--- config.mk ---
export PLATFORM = sky130hd
export DESIGN_NAME = rns_mrc_decoder_107
export DESIGN_NICKNAME = d
export VERILOG_FILES = /design/src/rtl/rns_mrc_decoder_107.sv
export SDC_FILE = /design/constraint.sdc
export NUM_CORES = 1
export LEC_CHECK = 0
export ABC_AREA = 1
export CORE_ASPECT_RATIO = 0.8
export CORE_MARGIN = 3
export CORE_UTILIZATION = 30
export DETAILED_ROUTE_END_ITERATION = 8
export PLACE_DENSITY = 0.57
export SLEW_MARGIN = 30
export SYNTH_ARGS = -nofsm -noshare
export SYNTH_HDL_FRONTEND = slang
export SYNTH_SLANG_ARGS = --single-unit
--- constraint.sdc ---
create_clock -name clk -period 7 [get_ports clk]
set_input_delay 1.75 -clock clk [delete_from_list [all_inputs] [get_ports clk]]
set_output_delay 1.75 -clock clk [all_outputs]
set_load 0.03 [all_outputs]
--- src/rtl/rns_mrc_decoder_107.sv ---
// Two-channel RNS {107, 128} to binary reverse converter using iterative mixed-radix conversion.
// Optional input range checking on the mod-107 residue is enabled by defining MRC_RANGE_CHECK_EN.
module rns_mrc_decoder_107 #(
  parameter int M1      = 107,
  parameter int M2_BITS = 7,
  parameter int INV     = 67,
  parameter int OUT_W   = 14
) (
  input  logic               clk,
  input  logic               rst,
  input  logic               in_valid,
  output logic               in_ready,
  input  logic [M2_BITS-1:0] in_r1,
  input  logic [M2_BITS-1:0] in_r2,
  output logic               out_valid,
  input  logic               out_ready,
  output logic [OUT_W-1:0]   out_data,
  output logic               out_err
);

  localparam int                  CW     = $clog2(M2_BITS);
  localparam logic [CW-1:0]       LAST_I = CW'(M2_BITS - 1);
  localparam logic [M2_BITS-1:0]  INV_C  = M2_BITS'(INV);

  typedef enum logic [1:0] {IDLE, MUL, DONE} state_t;

  state_t             state_q, state_d;
  logic [M2_BITS-1:0] r1_q, d_q, acc_q, acc_nxt;
  logic [CW-1:0]      i_q;
  logic [OUT_W-1:0]   out_data_q;
  logic [OUT_W-1:0]   result;
  logic               last_bit;

  assign last_bit = (i_q == LAST_I);

  // One shift-add step of t = d * INV mod 2^M2_BITS; the shift drops bits beyond the modulus.
  assign acc_nxt = d_q[i_q] ? (acc_q + (INV_C << i_q)) : acc_q;
  assign result  = OUT_W'(r1_q) + OUT_W'(M1) * OUT_W'(acc_nxt);

  // NOTE: sequential state uses non-blocking assignments so every register samples pre-edge values.
  always_ff @(posedge clk) begin
    if (rst) state_q <= IDLE;
    else     state_q <= state_d;
  end

  // NOTE: the default assignment first keeps this block purely combinational (no latch).
  always_comb begin
    state_d = state_q;
    case (state_q)
      IDLE:    if (in_valid)  state_d = MUL;
      MUL:     if (last_bit)  state_d = DONE;
      DONE:    if (out_ready) state_d = IDLE;
      default: state_d = IDLE;
    endcase
  end

  always_comb begin
    in_ready  = (state_q == IDLE);
    out_valid = (state_q == DONE);
  end

`ifdef MRC_RANGE_CHECK_EN
  logic err_q, out_err_q;
  assign out_err = out_err_q;
`else
  assign out_err = 1'b0;
`endif

  always_ff @(posedge clk) begin
    if (rst) begin
      r1_q       <= '0;
      d_q        <= '0;
      acc_q      <= '0;
      i_q        <= '0;
      out_data_q <= '0;
`ifdef MRC_RANGE_CHECK_EN
      err_q      <= 1'b0;
      out_err_q  <= 1'b0;
`endif
    end else begin
      case (state_q)
        IDLE: if (in_valid) begin
          r1_q  <= in_r1;
          d_q   <= in_r2 - in_r1;
          acc_q <= '0;
          i_q   <= '0;
`ifdef MRC_RANGE_CHECK_EN
          err_q <= (in_r1 > M2_BITS'(M1 - 1));
`endif
        end
        MUL: begin
          acc_q <= acc_nxt;
          i_q   <= i_q + 1'b1;
          if (last_bit) begin
`ifdef MRC_RANGE_CHECK_EN
            out_data_q <= err_q ? '0 : result;
            out_err_q  <= err_q;
`else
            out_data_q <= result;
`endif
          end
        end
        default: ;
      endcase
    end
  end

  assign out_data = out_data_q;

endmodule
Word level (Yosys, flattened, before mapping)
Cells that the tools add are included.

storage, ports and cells
  flip-flop bits (word level) = 40
  word-level logic and storage cells = 36

operators by class
  $add $sub $neg = 4
  multiply operators = 1
  magnitude comparators = 1
  equality and inequality tests = 6
  shift-type cells = 1
  multiplexer cells = 11
  reduce and logical (&&, ||, !) cells = 6

operator list
  cell                    number
  $add A7 B14 Y14         1
  $mul A7 B7 Y14 const A  1
  $mux W7                 2
  $pmux W7 S2             1
  $add A7 B7 Y7           1
  $shl A7 B3 Y7 const A   1
  $sub A7 B7 Y7           1
  $mux W2                 3
  $pmux W2 S3             1
  $pmux W3 S2             1
  $reduce_and A2 Y1       3
  $lt A3 B4 Y1 const B    1
  $ne A2 B2 Y1 const B    2
  $add A3 B1 Y3 const B   1
  $bmux W1 S3             1
  $eq A3 B3 Y1 const B    1
  $mux W3                 1
  $reduce_and A3 Y1       1
  $eq A2 B1 Y1 const B    1
  $eq A2 B2 Y1 const B    1
  $logic_not A2 Y1        1
  $ne A2 B1 Y1 const B    1
  $reduce_bool A2 Y1      1
  $mux W1                 1

Longest topological paths before layout
  depth in word-level cells = 5
  mapped depth = 32

Worst setup path after synthesis
Ideal clock, no wire load.

  path kind = reg-to-reg
  start = register i_q[1]
  end = register out_data_q[11], in the netlist out_data[11]
  arrival time = 5.080 ns
  data required time = 6.891 ns
  path slack = 1.811 ns
  stages on the path, launching flop included = 31
  path buffers = 0
  cells stage by stage = dfxtp_1 > inv_1 > ha_1 > nand2_2 > inv_1 > ha_1 > fa_1 > nand2_1 > nand2_1 > nand3_1 > nand2_1 > nand2_1 > nand2_1 > nand2_2 > nand2_1 > ha_1 > inv_1 > fa_1 > inv_1 > fa_1 > fa_1 > inv_1 > ha_1 > a21oi_1 > a21boi_1 > o21ai_2 > a21oi_1 > or2_2 > nand3_1 > nand2_1 > inv_1

on the way
  longest elaborated chain between the ends = 5
  elaborated cells between the ends (all ways) = 9

RTL lines
  element                                              line  text
  from (decl)                                          29    logic [CW-1:0] i_q;
  from (signal assigned)                               93    i_q <= i_q + 1'b1;
  $shl A7 B3 Y7 / $bmux W1 S3 (equally long branches)  37    assign acc_nxt = d_q[i_q] ? (acc_q + (INV_C << i_q)) : acc_q;
  $add A7 B7 Y7 / $mux W1 (equally long branches)      37
  $mux W7                                              37
  $mul A7 B7 Y14                                       38    assign result = OUT_W'(r1_q) + OUT_W'(M1) * OUT_W'(acc_nxt);
  $add A7 B14 Y14                                      38
  to (signal assigned)                                 99    out_data_q <= result;
  to (decl)                                            30    logic [OUT_W-1:0] out_data_q;

Several ways; a longest one is shown, not always the timed one. The select of a mux whose other input is x is not followed.
A chain may end at the register's enable or synchronous reset.

Worst setup path after layout
  start = register i_q[0]
  end = register out_data_q[10], in the netlist out_data[10]

Same word-level chain as after synthesis.

==> impl_metrics.ini <==
[power]
p_leak_nw = 2.15
p_total_uw = 799
peakVddDrop_mv = 0.0833
p_per_area_nw_per_um2 = 192

[critical_path]
cpPeakStageDelay_ns = 0.53
cp-end-kind = flip-flop
crit_type = reg -> reg
cp_slowest_cell = fa_1
path_max_fanout = 7
required_ns = 7.19
crit-reg2reg-launch = i_q[0]$_SDFFE_PP0P_
cp_data_arrival_time_ns = 5.88
startpoint = i_q[0]$_SDFFE_PP0P_
cp-start-kind = flip-flop
crit_top_cell = nand2_1

[floorplanning]
die-width_um = 128
dieArea_um2 = 13200
fp.dieH_um = 103
io_pins = 35
num_rows = 34
coreArea_um2 = 11200
start_util = 0.317

[place]
dp_cells = 647
dp_hpwl_um = 6220
gp_congestion = 0.864
io_buffer_count = 33
place_ws_ns = 1.35
dpl_cell_area_um2 = 4020

[timing]
slew_viol_final = 0
rsz0062_at_grt = no
fin_crit_ns = 5.69
timing.hold.ws_ns = 0.493
maxSlewHeadroom = 0.421
finalSetupViolations = 0
fin_ws_ns = 1.31
tightestPinTransition_ns = 0.866
fin_crit_sh = 0.813
finClkSkew_ns = 0.00438
final_hold_viol_count = 0
fin_setup_tns_ns = 0
max_freq_mhz = 176

[layout]
nNetsFinal = 602
drive_above_1_share = 0.0509
final_core_util = 0.372
antennaDiodeCount = 0
final_area_um2 = 4170
syn_to_final_growth_pct = 17.4
fin_cells = 655

[synthesis]
yosysUniqueCellTypes = 39
synth_edf_count = 0
ys_seq_area_frac = 0.226
synth_most_common_cell = nand2_1
synth_ff_type = dfxtp_1
synth_top_area_frac = 0.226
syn_area_per_cell_um2 = 7.42
synthArstFlopShare = 0
synth_seq_cells = 40
synthTopCellsByCount = 91 x nand2_1, 75 x inv_1, 56 x ha_1
yosysWarnings = 0
syn_area_um2 = 3550
synth_area_leader_cell = dfxtp_1
synth.area.top_cells = dfxtp_1 23%, ha_1 20%, fa_1 10%
synth_nets = 570
synthCells = 478

[hold_path]
hold_start = acc_q[5]$_SDFFE_PP0P_
hp-class = reg -> reg

[clock_network]
cts.reportedPaths.clkPinSlew_ns = 0.06
root_buffer = clkbuf_16
clockBufferDepth = 2
cts_made_buffers = 5
clkLatencyLatePin_ns = 0.28
cts.sinks = 40
htreeDepth = 2
ctsResizeCount = 0
postCtsSetupRepairBufs = 0
hold_buffers = 0
cts_tree = done

[drt]
viasPerCell = 4.66
first_pass_iters = 4
ant_nets = 0
via_count = 3055
drc = 0
drtIter0Drc = 135
wl_per_cell_um = 11.9
finalWirelength_um = 7780

[grt]
track_usage = 0.123
grt_max_degree = 25
grt_pass1_wl_um = 13200
overflow = 0
grt_pass1_vias = 2783
grt_antenna_before_repair = 0

[run_status]
run_status = finished, final reports clean

[job]
cap_viol_max_count = 0
==> report_power, final <==
group	internal, mW	total (mW)	leakage (nW)	switching [mW]
registers	0.238	0.246	0.326	0.00768
logic	0.124	0.317	1.75	0.192
clock network	0.142	0.237	0.0701	0.0946
total	0.505	0.799	2.15	0.294
==> sequential cells by signal, summed over array words and instances (netlist names) <==
register / flops
r1_q: 7
out_data: 14
d_q: 7
state_q: 2
i_q: 3
acc_q: 7
==> cell usage in the layout, fill, tap and decap left out, types with 2 or more instances in the layout <==
cell type	synthesis	routed
nand4_1	2	2
inv_2	2	2
a21oi_1	38	38
o21ai_0	30	30
fa_1	18	18
nand3_1	18	18
inv_1	75	75
a31oi_1	2	2
nand2_2	5	5
ha_1	56	56
buf_4	2	2
xor2_1	12	12
clkbuf_16	0	5
nand2_1	91	91
dfxtp_1	40	40
nor2_1	54	54
xnor2_1	2	2
nand2_4	4	4
a211oi_1	2	2
clkdlybuf4s50_1	0	33
==> per-layer routing <==
metal | wire length [µm] | up-vias | GRT usage
met5 | 0 | - | 0
met4 | 68 | 0 | 0.0269
met3 | 299 | 8 | 0.0169
met2 | 3220 | 51 | 0.187
met1 | 4200 | 1399 | 0.185
li1 | - | 1597 | -
==> worst paths after layout <==
path                                     to  slack (ns)  depth (start not counted)
setup / recovery  out_data[10]$_SDFFE_PP0P_        1.31                         26
hold / removal        acc_q[5]$_SDFFE_PP0P_        0.49                          2
setup reg to reg  out_data[10]$_SDFFE_PP0P_        1.31                         26
hold reg to reg       acc_q[5]$_SDFFE_PP0P_        0.49                          2
==> layout make-up <==
class                   instances  area (µm²)
multi-input cells             350        2390
clock buffers                   7         143
clock inverters                 1        7.51
well taps                     144         180
fillers                      1201        7020
flip-flops and latches         40         801
repair buffers                 35         345
inverters                      78         298
==> worst max-delay path, delay by kind of cell, from the launching register on <==
kind                       cells  cell delay (ns)
adders and majority gates      8             3.06
AOI/OAI and AO/OA              5             1.00
and+or+nand+nor                9             0.74
DFF                            1             0.45
buffers and inverters          3             0.20
xor gates and xnor gates       1             0.12
==> cells by family (layout without fill, tap and decap cells) <==
group,count (synthesis),after routing,synth area share
AND/OR/NAND/NOR,180,180,0.215
buffers and inverters,88,121,0.100
AO/OA/AOI/OAI,81,81,0.124
adder cells (fa/ha/maj),74,74,0.299
flip-flops,40,40,0.226
XOR/XNOR,14,14,0.0346
other,1,1,0.00106
No activity file was read; power rests on OpenSTA's default activity.
